**src/rtl/encoder_round_sequencer_pkg.sv**
```systemverilog
// ---------------------------------------------------------------------------
// encoder_round_sequencer_pkg
//   Shared definitions for the encoder permutation scheduler:
//   - default stage / round counts
//   - stage index constants (execution order within a round)
//   - sequencer FSM state encoding
// ---------------------------------------------------------------------------
package encoder_round_sequencer_pkg;

    localparam int N_STAGES_DEF   = 5;
    localparam int NUM_ROUNDS_DEF = 24;

    // Stage blocks, launched in this order every round.
    localparam int STG_COLPAR = 0;
    localparam int STG_ROT    = 1;
    localparam int STG_PERM   = 2;
    localparam int STG_REVAL  = 3;
    localparam int STG_ADDRC  = 4;

    typedef enum logic [2:0] {
        ST_IDLE   = 3'd0,
        ST_LAUNCH = 3'd1,
        ST_ARM    = 3'd2,
        ST_WAIT   = 3'd3,
        ST_DONE   = 3'd4
    } seq_state_e;

endpackage

```
**src/rtl/encoder_round_sequencer_watchdog.sv**
```systemverilog
// ---------------------------------------------------------------------------
// seq_watchdog
//   Per-stage timeout counter for the round sequencer.
//   Ports:
//     clk       system clock, rising edge
//     rst       asynchronous active-low reset
//     clr_i     synchronously clear the counter (stage launch)
//     en_i      count this cycle (sequencer waiting on a stage)
//     expire_o  this enabled cycle brings the count to its limit (2^TIMEOUT_W-1)
// ---------------------------------------------------------------------------
module seq_watchdog #(
    parameter int TIMEOUT_W = 16
) (
    input  logic clk,
    input  logic rst,
    input  logic clr_i,
    input  logic en_i,
    output logic expire_o
);

    localparam logic [TIMEOUT_W-1:0] LIMIT = '1;

    logic [TIMEOUT_W-1:0] cnt_q, cnt_d;

    always_comb begin
        cnt_d = cnt_q;
        if (clr_i) begin
            cnt_d = '0;
        end else if (en_i && (cnt_q != LIMIT)) begin
            cnt_d = cnt_q + TIMEOUT_W'(1);
        end
    end

    always_ff @(posedge clk or negedge rst) begin
        if (!rst) begin
            cnt_q <= '0;
        end else begin
            cnt_q <= cnt_d;
        end
    end

    // The count includes the current waiting cycle, so the limit is reached
    // on the cycle whose increment lands on LIMIT.
    assign expire_o = en_i && (cnt_q == LIMIT - TIMEOUT_W'(1));

endmodule

```
**src/rtl/encoder_round_sequencer.sv**
```systemverilog
// ---------------------------------------------------------------------------
// encoder_round_sequencer
//   Top-level scheduler for the encoder permutation. Runs NUM_ROUNDS rounds;
//   each round launches N_STAGES stage blocks one at a time via a start/ready
//   handshake, ping-pongs the shared memory bank after every stage and guards
//   each stage with a watchdog.
//   Ports:
//     clk          system clock, rising edge
//     rst          asynchronous active-low reset
//     start        request an encode; only sampled in IDLE
//     stage_ready  level ready from each stage (1 = idle/finished)
//     stage_start  one-hot, single-cycle start pulse to the active stage
//     round_idx    current round, to the add-round-constant stage
//     bank_sel     source bank for the active stage (it writes !bank_sel)
//     ready        high in IDLE only
//     done         one-cycle pulse on normal completion
//     err          sticky watchdog error, cleared by the next accepted start
// ---------------------------------------------------------------------------
module encoder_round_sequencer
    import encoder_round_sequencer_pkg::*;
#(
    parameter int N_STAGES   = N_STAGES_DEF,
    parameter int NUM_ROUNDS = NUM_ROUNDS_DEF,
    parameter int ROUND_W    = 5,
    parameter int TIMEOUT_W  = 16
) (
    input  logic                clk,
    input  logic                rst,
    input  logic                start,
    input  logic [N_STAGES-1:0] stage_ready,
    output logic [N_STAGES-1:0] stage_start,
    output logic [ROUND_W-1:0]  round_idx,
    output logic                bank_sel,
    output logic                ready,
    output logic                done,
    output logic                err
);

    localparam int SW = (N_STAGES > 1) ? $clog2(N_STAGES) : 1;
    localparam logic [SW-1:0]      STG_LAST = SW'(N_STAGES - 1);
    localparam logic [ROUND_W-1:0] RND_LAST = ROUND_W'(NUM_ROUNDS - 1);

    seq_state_e         state_q, state_d;
    logic [SW-1:0]      stg_q, stg_d;
    logic [ROUND_W-1:0] round_q, round_d;
    logic               bank_q, bank_d;
    logic               err_q, err_d;
    logic               wd_expire;

    seq_watchdog #(
        .TIMEOUT_W (TIMEOUT_W)
    ) u_watchdog (
        .clk      (clk),
        .rst      (rst),
        .clr_i    (state_q == ST_LAUNCH),
        .en_i     (state_q == ST_WAIT),
        .expire_o (wd_expire)
    );

    always_comb begin
        state_d = state_q;
        stg_d   = stg_q;
        round_d = round_q;
        bank_d  = bank_q;
        err_d   = err_q;
        unique case (state_q)
            ST_IDLE: begin
                if (start) begin
                    err_d   = 1'b0;
                    round_d = '0;
                    stg_d   = '0;
                    bank_d  = 1'b0;
                    state_d = ST_LAUNCH;
                end
            end
            ST_LAUNCH: state_d = ST_ARM;
            // The stage only drops ready the cycle after it samples start,
            // so its ready bit is meaningless here.
            ST_ARM:    state_d = ST_WAIT;
            ST_WAIT: begin
                // Completion wins over a watchdog expiry in the same cycle.
                if (stage_ready[stg_q]) begin
                    bank_d = ~bank_q;
                    if (stg_q != STG_LAST) begin
                        stg_d   = stg_q + SW'(1);
                        state_d = ST_LAUNCH;
                    end else if (round_q != RND_LAST) begin
                        stg_d   = '0;
                        round_d = round_q + ROUND_W'(1);
                        state_d = ST_LAUNCH;
                    end else begin
                        state_d = ST_DONE;
                    end
                end else if (wd_expire) begin
                    // round_idx / bank_sel left as-is for debug.
                    err_d   = 1'b1;
                    state_d = ST_IDLE;
                end
            end
            ST_DONE:   state_d = ST_IDLE;
            default:   state_d = ST_IDLE;
        endcase
    end

    always_ff @(posedge clk or negedge rst) begin
        if (!rst) begin
            state_q <= ST_IDLE;
            stg_q   <= '0;
            round_q <= '0;
            bank_q  <= 1'b0;
            err_q   <= 1'b0;
        end else begin
            state_q <= state_d;
            stg_q   <= stg_d;
            round_q <= round_d;
            bank_q  <= bank_d;
            err_q   <= err_d;
        end
    end

    // Moore outputs decoded from registers only; reset clears them at once.
    always_comb begin
        stage_start = '0;
        if (state_q == ST_LAUNCH) begin
            stage_start[stg_q] = 1'b1;
        end
    end

    assign round_idx = round_q;
    assign bank_sel  = bank_q;
    assign ready     = (state_q == ST_IDLE);
    assign done      = (state_q == ST_DONE);
    assign err       = err_q;

endmodule

```
**config.mk**
```make
export PLATFORM = sky130hd
export DESIGN_NAME = encoder_round_sequencer
export DESIGN_NICKNAME = d
export VERILOG_FILES = /design/src/rtl/encoder_round_sequencer_pkg.sv /design/src/rtl/encoder_round_sequencer_watchdog.sv /design/src/rtl/encoder_round_sequencer.sv
export SDC_FILE = /design/constraint.sdc
export NUM_CORES = 1
export LEC_CHECK = 0
export BUFFER_PORTS_ARGS = -buffer_cell sky130_fd_sc_hd__clkbuf_2
export CAP_MARGIN = 20
export CORE_MARGIN = 2
export CORE_UTILIZATION = 25
export CTS_CLUSTER_DIAMETER = 150
export DETAILED_ROUTE_END_ITERATION = 8
export SYNTH_ARGS = -nofsm -noshare
export SYNTH_HDL_FRONTEND = slang
export SYNTH_SLANG_ARGS = --single-unit
export TNS_END_PERCENT = 100
```
**constraint.sdc**
```tcl
create_clock -name clk -period 1.55 [get_ports clk]
set_input_delay 0 -clock clk [delete_from_list [all_inputs] [get_ports clk]]
set_output_delay 0 -clock clk [all_outputs]
set_load 0.03 [all_outputs]
```
# --- Word level (Yosys, flattened, before mapping) ---
# Cells that the tools add are included.
totals:
  regBits: 29
  latchBits: 0
  mem_bits_rw: 0
  rom_bits: 0
  in_bits: 8
  out_inout_bits: 14
  wordCells: 68
  memories: 0
classes:
  addsub: 3
  mul: 0
  div_mod_pow: 0
  magnitude_cmp: 2
  n_eq_ne: 16
  shifts: 0
  n_mux: 29
  n_bitwise: 1
  reduce_logical: 11
op_table:
  columns: ["operator", "count"]
  rows:
  - ["16-bit 2-to-1 mux", 2]
  - ["3-bit 2-to-1 mux", 9]
  - ["5-bit 2-to-1 mux", 5]
  - ["16-bit by 1-bit adder with 16-bit output, second input constant", 1]
  - ["16-bit equality test, second input constant", 1]
  - ["16-bit != test, second input constant", 1]
  - ["2-bit != test, second input constant", 6]
  - ["3-bit one-hot mux with 4 select lines", 1]
  - ["5-bit one-hot mux with 2 select lines", 1]
  - ["3-bit != test, second input constant", 3]
  - ["4-bit AND reduction", 2]
  - ["3-bit by 2-bit equality test with 1-bit output, second input constant", 2]
  - ["1-bit 2-to-1 mux", 6]
  - ["3-bit one-hot mux with 2 select lines", 1]
  - ["5-bit by 1-bit adder with 5-bit output, second input constant", 1]
  - ["5-bit != test, second input constant", 1]
  - ["5-bit AND reduction", 1]
  - ["3-bit by 4-bit < comparator with 1-bit output, second input constant", 1]
  - ["1-bit one-hot mux with 2 select lines", 2]
  - ["2-bit nonzero test", 2]
  - ["3-bit by 1-bit adder with 3-bit output, second input constant", 1]
  - ["1-bit binary-select mux with 3-bit select", 1]
  - ["1-bit demux with 3-bit select", 1]
  - ["3-bit by 1-bit equality test with 1-bit output, second input constant", 1]
  - ["7 further kinds", 9]

# --- Depth between registers and ports, before layout ---
# Gate-level depths: netlist of the first run.
depth:
  word_depth: 5
  ltp_mapped: 8
  mapped_depth_nobuf: 7

# --- Cells and area by module ---
# From an unflattened synthesis of the first run, not the netlist that was laid out.
unflattened:
  cells_unflattened: 205
  hier_area_um2: 1863.0
modules_own_cells:
  columns: ["mod", "instances", "cells_per_inst", "area_per_inst_um2", "seq_area_each_um2"]
  rows:
  - ["seq_watchdog", 1, 111, 989.7, 400.4]
  - ["encoder_round_sequencer", 1, 94, 873.3, 325.3]

# --- Worst setup path after synthesis of the first run ---
# Ideal clock, no wire load.
synth_path:
  kind: "register -> register"
  startpoint: "register state_q[1]"
  endpoint: "register round_q[1] (netlist: round_idx[1])"
  setup_ns: 0.133
  arrival_ns: 1.996
  t_required_ns: 1.417
  path_slack_ns: -0.580
  path_stages_with_launch: 6
  n_path_buf: 1
  period_less_slack_ns: 2.130
  cell_sequence: "dfrtp_1 buf_4 nor3_1 nand2_1 a22oi_1 o22ai_1"
synth_via:
  elab_chain_cells: 3
  elab_cells_between_ends: 9
  cone_classes: "5 x eq/ne; 1 x mux; 3 x reduce/logical"
synth_rtl:
  columns: ["element", "line_no", "text"]
  rows:
  - ["from (decl)", "encoder_round_sequencer.sv:43", "seq_state_e state_q, state_d;"]
  - ["from (signal assigned)", "encoder_round_sequencer.sv:113", "state_q <= state_d;"]
  - ["3-bit logical NOT *", null, null]
  - ["net ready", "encoder_round_sequencer.sv:34", "output logic ready,"]
  - ["2-bit != test (no source line) / 2-bit nonzero test (equally long branches)", null, null]
  - ["5-bit AND reduction (no source line)", null, null]
  - ["to (signal assigned)", "encoder_round_sequencer.sv:115", "round_q <= round_d;"]
  - ["to (decl)", "encoder_round_sequencer.sv:45", "logic [ROUND_W-1:0] round_q, round_d;"]
# Mark *: on every way through the listed nets, which the timed path passes. The rest lies on a longest branch.
# A chain may end at the register's enable or synchronous reset.

# --- Final worst setup path of the first run ---
layout_path:
  startpoint: "register stg_q[2]"
  endpoint: "register round_q[0] (netlist: round_idx[0])"
layout_via:
  elab_chain_cells: 4
  elab_cells_between_ends: 6
  cone_classes: "3 x eq/ne; 2 x mux; 1 x reduce/logical"
layout_rtl:
  columns: ["element", "line_no", "text"]
  rows:
  - ["from (decl)", "encoder_round_sequencer.sv:44", "logic [SW-1:0] stg_q, stg_d;"]
  - ["from (signal assigned)", "encoder_round_sequencer.sv:114", "stg_q <= stg_d;"]
  - ["1-bit binary-select mux with 3-bit select", "encoder_round_sequencer.sv:82", "if (stage_ready[stg_q]) begin"]
  - ["1-bit 2-to-1 mux (not written as such)", "encoder_round_sequencer.sv:82", null]
  - ["2-bit != test (no source line)", null, null]
  - ["5-bit AND reduction (no source line) *", null, null]
# Mark *: on every way between the ends. The rest lies on a longest branch, timed or not. The select of a mux whose other input is x is not followed.

==> run summary, run 1 <==
clock-pin slew on the worst setup and hold paths -> 0.07 ns
CTS max path bufs -> 2
crit path max fanout -> 6
antenna viol nets, final -> 0
Routed WL per cell -> 13.3 µm
final worst slack -> -0.173 ns
CTS tree -> built
Die ar. -> 7760 µm²
Simple-Gate Fraction of Synth Area -> 25.1%
Core Rows -> 30
cell total after placement -> 351
clk_lat worst skew -> 0.28 ns
FF+latch count, synth -> 29
multiplexer area fraction after synthesis -> 1.20%
GP Congestion -> 0.809
clock sink count -> 29
Fin Hold WS -> 0.0375 ns
share of layout cells above drive strength 1 -> 53.6%
Synth Instances -> 187
main combinational cell family by area after synthesis -> simple AND/OR/NAND/NOR gates
ys flop type -> dfrtp_1
syn avg cell area -> 9.45 µm²
drt first pass iters -> 4
largest area contributor in the netlist -> dfrtp_1
Buf+Inv Stages, Crit Path -> 2
Final Core Density -> 42.1%
GR Util All Layers -> 13.4%
Seq/Total Area, Yosys -> 41.1%
Final Max Tran Viols -> 0
CTS Root Buffer Type -> clkbuf_8
number of remaining DRC errors -> 0
width of the die -> 88.1 µm
slowest CP cell -> dfrtp_1
skew final -> 0.00967 ns
post-synthesis xor/xnor area fraction -> 3.97%
Slew HR -> 78.5%
Synthesized Nets -> 200
Vias -> 1739
largest net degree at the start of global routing -> 14
failing checks -> negative setup slack
Worst EP arrival -> 1.88 ns
most frequent CP cell -> buf_6
Initial Util -> 25.9%
Critical Path Source Type -> flip-flop
Max VDD drop -> 0.000404 V
global-route wire length before repair -> 8080 µm
CTS H-tree depth -> 2
# fillers -> 668
nets@finish -> 286
Setup crit end kind -> flip-flop
P&R area growth vs syn -> 62.7%
Mapped Area -> 1770 µm²
Leakage -> 1.22 nW
PD cells -> 1410 nW/µm²
Post-Synth Adder-Cell Area -> 3.54%
status -> complete, but fails checks
worst path required time -> 1.70 ns
Die H -> 88.1 µm
Synth cell types -> 54
worst path cell trace -> mux2_4, and2_4, o31ai_4, buf_6, buf_6, nor3_2, o21bai_1
Post-Route WL -> 4930 µm
worst hold-check path type -> input port to flip-flop
Iteration-0 DRC Markers -> 45
initial antenna violation count -> 0
core area -> 6830 µm²
period utilization -> 111%
Multi-input gate area -> 1210 µm²
Reg area -> 732 µm²
worst-margin pin slew -> 0.318 ns
peak per-stage delay on the critical path -> 0.43 ns
RSZ-0062 raised after global routing -> yes
Final Hold Vio Count -> 0
MaxCap Viol Count -> 0
Peak Freq -> 0.580 GHz
worst hold start -> start
total power -> 4.06 mW
# IOs -> 22
vias in the first global route -> 1726
number of synthesized flops with an enable pin -> 0
vias per cell -> 4.70
cell family with the largest share of critical-path delay -> flip-flops
Inserted Diodes -> 0
post-place setup slack -> -0.133 ns
Synthesis Warnings -> 0
minimum clock period -> 1.72 ns
# port buffers -> 21
gr ovfl total -> 0
top cells by area, synth -> dfrtp_1, ha_1, nand3_1
Worst Setup SP -> stg_q[2]
asr flop ratio synth -> 100%
top cell type's share of synthesized area -> 41.1%
crit path kind -> flip-flop to flip-flop
Compound-Gate Fraction of Synth Area -> 20.0%
Post-DP HPWL -> 3480 µm
final std cells w/o fill -> 370
Final Setup Violations -> 15
CTS buffer count -> 5
worst r2r src -> stg_q[2]
==> flip-flops by register name, indices dropped and copies added, names as in the netlist <==
| name | cells |
|---|---|
| stg_q | 3 |
| err | 1 |
| state_q | 3 |
| u_watchdog.cnt_q | 16 |
| bank_sel | 1 |
| round_idx | 5 |
==> layout by cell type, fill, tap and decap left out, types with 4 or more instances in the layout <==
cell type / count
a21oi_1: 5
a31oi_1: 4
buf_4: 55
buf_6: 9
clkbuf_2: 15
clkbuf_8: 9
dfrtp_1: 24
dfrtp_2: 5
inv_1: 7
nand2_1: 8
nand3_1: 10
nand4_1: 4
nor2_1: 13
nor4_4: 4
o21ai_0: 6
xor2_1: 6
==> report_power, final <==
group,switching [mW],leakage (nW),internal [mW]
Clock,0.292,0.0450,0.311
Sequential,0.163,0.383,0.905
Combinational,1.19,0.794,1.19
==> metrics by stage <==
stage / setup TNS (ns) / area [µm²]
detailed placement: -1.10 / 2490
global route: -3.27 / 2880
finish: -1.59 / 2880
global placement: -0.729 / 2490
CTS: -1.63 / 2690
floorplan: -0.111 / 1910
==> what timing repair did <==
item / CTS / global route
gates cloned: 1 / 0
setup buffers: 3 / 6
setup endpoints to repair: 19 / 32
gates resized for setup: 22 / 35
hold endpoints to repair: 29 / 0
pin swaps: 5 / 17
hold buffers: 1 / 0
==> per-layer routing <==
| layer | vias up | track usage (%) | routed length [µm] |
|---|---|---|---|
| met5 | - | 0 | 0 |
| met4 | 0 | 4.55 | 57 |
| met3 | 4 | 3.39 | 169 |
| met2 | 26 | 22.5 | 2490 |
| met1 | 842 | 16.8 | 2220 |
| li1 | 867 | - | - |
==> Yosys cell counts, drive strengths merged, types with 2 or more instances <==
| master | instances |
|---|---|
| dfrtp | 29 |
| nor4 | 7 |
| inv | 9 |
| nand3 | 12 |
| a211oi | 2 |
| nand2b | 3 |
| or2 | 2 |
| and4 | 3 |
| nor3 | 7 |
| a21oi | 8 |
| ha | 5 |
| clkbuf | 2 |
| a31oi | 4 |
| xnor2 | 2 |
| and2 | 3 |
| and3 | 4 |
| o21ai | 10 |
| o31ai | 3 |
| o21bai | 2 |
| a22o | 2 |
| o211ai | 3 |
| nand2 | 11 |
| buf | 6 |
| nor3b | 2 |
| o2111ai | 2 |
| xor2 | 6 |
| nand4 | 5 |
| nor2 | 16 |
==> final timing paths <==
path,to,slack (ns),cells after the start
worst max-delay path,round_idx[0],-0.17,7
max in group asynchronous,state_q[0],0.95,3
worst max register to register,round_idx[0],-0.17,7
worst min register to register,bank_sel,0.50,1
worst min-delay path,state_q[0],0.04,3
min in group asynchronous,u_watchdog.cnt_q[0],0.12,2
==> cells by family after synthesis <==
group | Yosys count
AO/OA/AOI/OAI | 47
XOR/XNOR | 8
adder cells (fa/ha/maj) | 5
buffers and inverters | 17
flip-flops | 29
multiplexers | 2
AND/OR/NAND/NOR | 79
==> layout make-up <==
| type | count | share of cell area, % |
|---|---|---|
| clock buffer | 6 | 2.52 |
| clock inverter | 2 | 0.348 |
| inverter | 9 | 1.31 |
| multi-input combinational | 141 | 42.0 |
| tap | 96 | 4.18 |
| timing repair buffer | 87 | 24.2 |
| sequential | 29 | 25.5 |
==> worst reg2reg max path: cells and delay by family (launching register included) <==
kind,cells,cell delay (ns)
compound gates,2,0.37
buf+inv,2,0.28
flops,1,0.43
mux,1,0.32
simple gates,2,0.21
Power figures use the tool's default switching activity.
==> run 2: changes to the inputs <==
--- a/config.mk
+++ b/config.mk
@@ -11,6 +11,8 @@
 export CORE_UTILIZATION = 25
 export CTS_CLUSTER_DIAMETER = 150
 export DETAILED_ROUTE_END_ITERATION = 8
+export GPL_ROUTABILITY_DRIVEN = 0
+export SETUP_SLACK_MARGIN = 0.5
 export SYNTH_ARGS = -nofsm -noshare
 export SYNTH_HDL_FRONTEND = slang
 export SYNTH_SLANG_ARGS = --single-unit
==> run summary, run 2 (synthesis results as in run 1) <==
crit path kind -> flip-flop to flip-flop
Most flops, register -> u_watchdog.cnt_q
Buf+Inv Stages, Crit Path -> 2 (unchanged)
most common cell after layout, fill and taps aside -> buf_4
vias in the first global route -> 1800 (+4.3%)
MaxCap Viol Count -> 0 (unchanged)
Initial Util -> 25.9% (unchanged)
Largest register FFs -> 16 (unchanged)
Critical Path Source Type -> flip-flop
hold path depth -> 3 (unchanged)
Final Max Tran Viols -> 0 (unchanged)
FF-to-FF End -> stg_q[1]
skew final -> 0.00891 ns (-0.000751 ns)
Routed WL per cell -> 13.8 µm (+3.8%)
worst-case hold path end point -> state_q[0]
period utilization -> 110% (-1.2 points)
# fillers -> 640 (-4.2%)
crit path max fanout -> 11 (+5)
Die H -> 88.1 µm (unchanged)
worst reg2reg setup slack -> -0.15 ns (+0.02 ns)
Inserted Diodes -> 0 (unchanged)
slowest CP cell -> dfrtp_2
Psw -> 1.72 mW (+4.3%)
Post-DP HPWL -> 3480 µm (-0.24%)
GR peak layer -> met2
Multi-input gate area -> 1310 µm² (+8.3%)
width of the die -> 88.1 µm (unchanged)
# IOs -> 22 (unchanged)
Pint -> 2.90 mW (+20%)
number of remaining DRC errors -> 0 (unchanged)
P&R area growth vs syn -> 78.0%
# port buffers -> 21 (unchanged)
Post-Route WL -> 5190 µm (+5.2%)
final worst slack -> -0.154 ns (+0.0189 ns)
Slew HR -> 67.0% (-11 points)
gr ovfl total -> 0 (unchanged)
clock sink count -> 29 (unchanged)
Clock Power Share -> 20.4% (+5.5 points)
Sw Ratio -> 37.3% (-3.4 points)
CTS tree -> built
Leakage -> 1.30 nW (+6.6%)
CTS max path bufs -> 2 (unchanged)
combinational share of power -> 56.9% (-1.9 points)
Final Hold Vio Count -> 0 (unchanged)
minimum clock period -> 1.70 ns (-0.0189 ns)
peak per-stage delay on the critical path -> 0.41 ns (-0.02 ns)
antenna viol nets, final -> 0 (unchanged)
Die ar. -> 7760 µm² (unchanged)
Vias -> 1806 (+3.9%)
worst path cell trace -> mux2i_2, nor3_2, buf_4, o31ai_4, buf_12, nand2b_4, a32o_1
Max VDD drop -> 0.000440 V (+8.9%)
clk_lat worst skew -> 0.29 ns (about the same)
largest net degree at the start of global routing -> 20 (+6)
clock-pin slew on the worst setup and hold paths -> 0.07 ns (about the same)
Worst EP arrival -> 1.93 ns (+0.05 ns)
GR Util met1 -> 17.3% (+0.53 points)
nets@finish -> 291 (+1.7%)
Core Rows -> 30 (unchanged)
total power -> 4.62 mW (+14%)
share of layout cells above drive strength 1 -> 58.1% (+4.4 points)
Iteration-0 DRC Markers -> 120 (+170%)
vias per cell -> 4.82 (+2.5%)
CTS H-tree depth -> 2 (unchanged)
worst path required time -> 1.77 ns (+0.07 ns)
CTS Root Buffer Type -> clkbuf_8
worst r2r src -> stg_q[0]
grt met2 use -> 24.4% (+1.9 points)
PD cells -> 1470 nW/µm² (+4.0%)
Peak Freq -> 0.587 GHz (+1.1%)
post-place setup slack -> -0.160 ns (-0.0261 ns)
failing checks -> negative setup slack
worst hold start -> start
worst-margin pin slew -> 0.494 ns (+0.177 ns)
RSZ-0062 raised after global routing -> yes
worst hold-check path type -> input port to flip-flop
R2R depth -> 7 (unchanged)
initial antenna violation count -> 0 (unchanged)
GR Util All Layers -> 14.3% (+0.86 points)
final std cells w/o fill -> 375 (+1.4%)
cell total after placement -> 344 (-2.0%)
core area -> 6830 µm² (unchanged)
most frequent cells in the layout -> buf_4, dfrtp_1, buf_6
Final Setup Violations -> 27 (+12)
drt first pass iters -> 4 (unchanged)
global-route wire length before repair -> 8580 µm (+6.2%)
met3 Use GR -> 3.30% (-0.094 points)
Seq pwr share -> 22.7% (-3.6 points)
Reg area -> 732 µm² (unchanged)
status -> complete, but fails checks
CTS buffer count -> 5 (unchanged)
cell family with the largest share of critical-path delay -> compound AO/OA/AOI/OAI gates
Setup crit end kind -> flip-flop
## run 2: changes by cell type in the layout (fill, tap and decap cells not counted), moves of 4 or more
cell	delta
buf_4	-7
buf_6	+10
o21ai_0	-4
o21ai_1	+4
## run 2: per-layer routing
metal / part of all wire [%] / vias up
met5: 0 / -
met1: 43 / 885
met4: 2.0 / 0
li1: - / 879
met2: 52 / 34
met3: 3.1 / 8
## run 2: per-stage QoR
stage	utilization [%]	setup TNS, ns	area (µm²)	hold WS [ns]
2_1_floorplan	-	-0.156	1940	-0.296
3_3_place_gp	36.2	-0.722	2470	-0.0107
3_5_place_dp	36.2	-1.12	2470	0.000204
4_1_cts	43.2	-1.70	2950	0.0586
5_1_grt	46.0	-4.66	3150	0.0721
6_report	46.0	-2.26	3150	0.0584
## run 2: worst register-to-register path, stage by stage, from the launching register on
cell and delay [ns]:
dfrtp_2 0.41, mux2i_2 0.25, nor3_2 0.07, buf_4 0.15, o31ai_4 0.30, buf_12 0.17
nand2b_4 0.13, a32o_1 0.16
## run 2: repair_timing
item | CTS | global route
setup endpoints to repair | 36 | 36
pin swaps | 26 | 20
gates resized for setup | 59 | 27
buffers inserted | 14 | 8
hold buffers | 1 | 0
hold endpoints to repair | 17 | 0
## run 2: how the worst max path moves through the flow
stage,to,startpoint,cells past startpoint,slack [ns]
after detailed placement,round_idx[3],stg_q[2],6,-0.16
after floorplan,round_idx[2],stg_q[2],6,-0.05
after global routing,stg_q[1],stg_q[0],7,-0.24
final,stg_q[1],stg_q[0],7,-0.15
after CTS,stage_start[1],state_q[2],5,-0.15
after global placement,round_idx[2],stg_q[0],6,-0.08
## run 2: power groups by stage
stage | registers [mW] | clock network (mW) | logic (mW)
after floorplan | 1.14 | 0 | 1.13
after global placement | 1.04 | 0 | 1.98
after detailed placement | 1.05 | 0 | 1.99
after CTS | 1.04 | 0.965 | 2.46
after global routing | 1.07 | 0.999 | 2.83
final | 1.05 | 0.941 | 2.63
## run 2: layout make-up
class / count / area share [%]
sequential: 29 / 23.3
clock buffer: 5 / 2.19
inverter: 9 / 1.19
timing repair buffer: 92 / 25.9
tap: 96 / 3.82
clock inverter: 3 / 2.07
multi-input combinational: 141 / 41.6
==> run 3: changes to the inputs <==
--- a/config.mk
+++ b/config.mk
@@ -7,7 +7,7 @@
 export LEC_CHECK = 0
 export BUFFER_PORTS_ARGS = -buffer_cell sky130_fd_sc_hd__clkbuf_2
 export CAP_MARGIN = 20
-export CORE_MARGIN = 2
+export CORE_MARGIN = 4
 export CORE_UTILIZATION = 25
 export CTS_CLUSTER_DIAMETER = 150
 export DETAILED_ROUTE_END_ITERATION = 8
==> constraint.sdc (replaced) <==
create_clock -name clk -period 1.78 [get_ports clk]
set_input_delay 0 -clock clk [delete_from_list [all_inputs] [get_ports clk]]
set_output_delay 0 -clock clk [all_outputs]
set_load 0.03 [all_outputs]
==> run summary, run 3 (synthesis results as in run 1) <==
status -> completed
# fillers -> 653 (+2.0%)
clk_lat worst skew -> 0.28 ns (about the same)
Seq pwr share -> 26.3% (+3.6 points)
MaxCap Viol Count -> 0 (unchanged)
Setup crit end kind -> flip-flop
Die H -> 92.1 µm (+4.5%)
minimum clock period -> 1.68 ns (-0.0260 ns)
Fin Hold WS -> 0.0203 ns (-0.0381 ns)
worst-margin pin slew -> 0.744 ns (+0.250 ns)
clock-pin slew on the worst setup and hold paths -> 0.07 ns (about the same)
crit path kind -> flip-flop to flip-flop
worst path required time -> 1.96 ns (+0.19 ns)
Iteration-0 DRC Markers -> 44 (-63%)
most frequent cells in the layout -> buf_4, dfrtp_1, buf_6
Final Max Tran Viols -> 0 (unchanged)
clock sink count -> 29 (unchanged)
Core Rows -> 30 (unchanged)
WL met3 -> 168 µm (+3.1%)
CTS Root Buffer Type -> clkbuf_8
# IOs -> 22 (unchanged)
CTS max path bufs -> 2 (unchanged)
met2 WL -> 2400 µm (-11%)
Vias -> 1709 (-5.4%)
uppermost routed layer -> met4
Initial Util -> 25.9% (unchanged)
crit path max fanout -> 5 (-6)
Max VDD drop -> 0.000306 V (-31%)
Pint -> 2.07 mW (-28%)
Final Hold Vio Count -> 0 (unchanged)
nets@finish -> 271 (-6.9%)
most common cell after layout, fill and taps aside -> buf_4
core area -> 6830 µm² (unchanged)
Peak Freq -> 0.596 GHz (+1.6%)
PD cells -> 1210 nW/µm² (-18%)
antenna viol nets, final -> 0 (unchanged)
setup tns final -> 0 ns (+2.26 ns)
width of the die -> 92.1 µm (+4.5%)
CTS H-tree depth -> 2 (unchanged)
period utilization -> 94.3% (-16 points)
Slew HR -> 50.4% (-17 points)
Inserted Diodes -> 0 (unchanged)
Final Setup Violations -> 0 (-100%)
skew final -> 0.00934 ns (+0.000428 ns)
Post-Route WL -> 4910 µm (-5.4%)
Most flops, register -> u_watchdog.cnt_q
GR Util All Layers -> 11.8% (-2.4 points)
vias in the first global route -> 1687 (-6.3%)
CTS tree -> built
# port buffers -> 21 (unchanged)
share of layout cells above drive strength 1 -> 54.4% (-3.6 points)
Clock Power Share -> 17.3% (-3.1 points)
number of remaining DRC errors -> 0 (unchanged)
Die ar. -> 8480 µm² (+9.3%)
Critical Path Source Type -> flip-flop
M1 wire length -> 2290 µm (+2.9%)
initial antenna violation count -> 0 (unchanged)
hold path depth -> 3 (unchanged)
global-route wire length before repair -> 8110 µm (-5.5%)
R2R depth -> 5 (-2)
largest net degree at the start of global routing -> 30 (+50%)
gr ovfl total -> 0 (unchanged)
P&R area growth vs syn -> 65.4%
Largest register FFs -> 16 (unchanged)
worst hold-check path type -> input port to flip-flop
combinational share of power -> 56.4% (-0.5 points)
CTS buffer count -> 5 (unchanged)
Worst EP arrival -> 1.85 ns (-0.08 ns)
Post-DP HPWL -> 3110 µm (-11%)
Sw Ratio -> 41.5% (+4.2 points)
drt first pass iters -> 4 (unchanged)
Routed WL per cell -> 13.8 µm (about the same)
Psw -> 1.47 mW (-15%)
Leakage -> 1.18 nW (-9.4%)
vias per cell -> 4.81 (about the same)
RSZ-0062 raised after global routing -> yes
## run 3: critical path, stage by stage (launching register included)
cell,delay (ns)
dfrtp_1,0.41
mux2_4,0.31
and2_4,0.19
o31ai_4,0.32
a21oi_1,0.11
a22o_1,0.24
## run 3: power groups by stage
stage | registers [mW] | logic [mW] | clock network, mW
floorplan | 0.991 | 0.984 | 0
global placement | 0.980 | 1.30 | 0
detailed placement | 0.987 | 1.31 | 0
CTS | 0.928 | 1.76 | 0.617
global route | 0.946 | 2.16 | 0.648
finish | 0.931 | 2.00 | 0.611
## run 3: cell type report
cell class | count | area (µm²) | area share, %
multi-input cells | 142 | 1310 | 44.8
flip-flops and latches | 29 | 732 | 25.0
repair buffers | 71 | 621 | 21.2
well taps | 96 | 120 | 4.11
clock buffers | 7 | 96.3 | 3.30
inverters | 9 | 40.0 | 1.37
clock inverters | 1 | 5.00 | 0.171
## run 3: timing repair
action                                 in CTS  in global routing
gates cloned                                1                  0
endpoints found under the hold margin      29                  0
resized for setup                          48                 32
pin swaps                                  26                 19
setup endpoints to repair                  36                 36
hold buffers                                1                  0
setup buffers                              22                  7
## run 3: through the flow
stage	worst slack [ns]	power [mW]	area (µm²)	utilization, %	std cells
2_1_floorplan	0.176	1.97	1930	-	187
3_3_place_gp	0.105	2.28	2230	32.6	316
3_5_place_dp	0.0775	2.29	2230	32.6	316
4_1_cts	0.125	3.31	2720	39.9	348
5_1_grt	0.0443	3.75	2920	42.8	355
6_report	0.102	3.54	2920	42.8	355
## run 3: path summary, 6_finish.rpt
path                       slack [ns]             endpoint  startpoint
max in group asynchronous        0.95             stg_q[0]         rst
min                              0.02           state_q[0]       start
max reg2reg                      0.10             stg_q[0]    stg_q[2]
min reg2reg                      0.52             bank_sel    bank_sel
max                              0.10             stg_q[0]    stg_q[2]
min in group asynchronous        0.32  u_watchdog.cnt_q[0]         rst
## run 3: per-layer routing
layer | vias to the layer above | track usage, %
met5 | - | 0
li1 | 844 | -
met3 | 4 | 3.12
met2 | 22 | 19.1
met1 | 839 | 15.3
met4 | 0 | 3.96
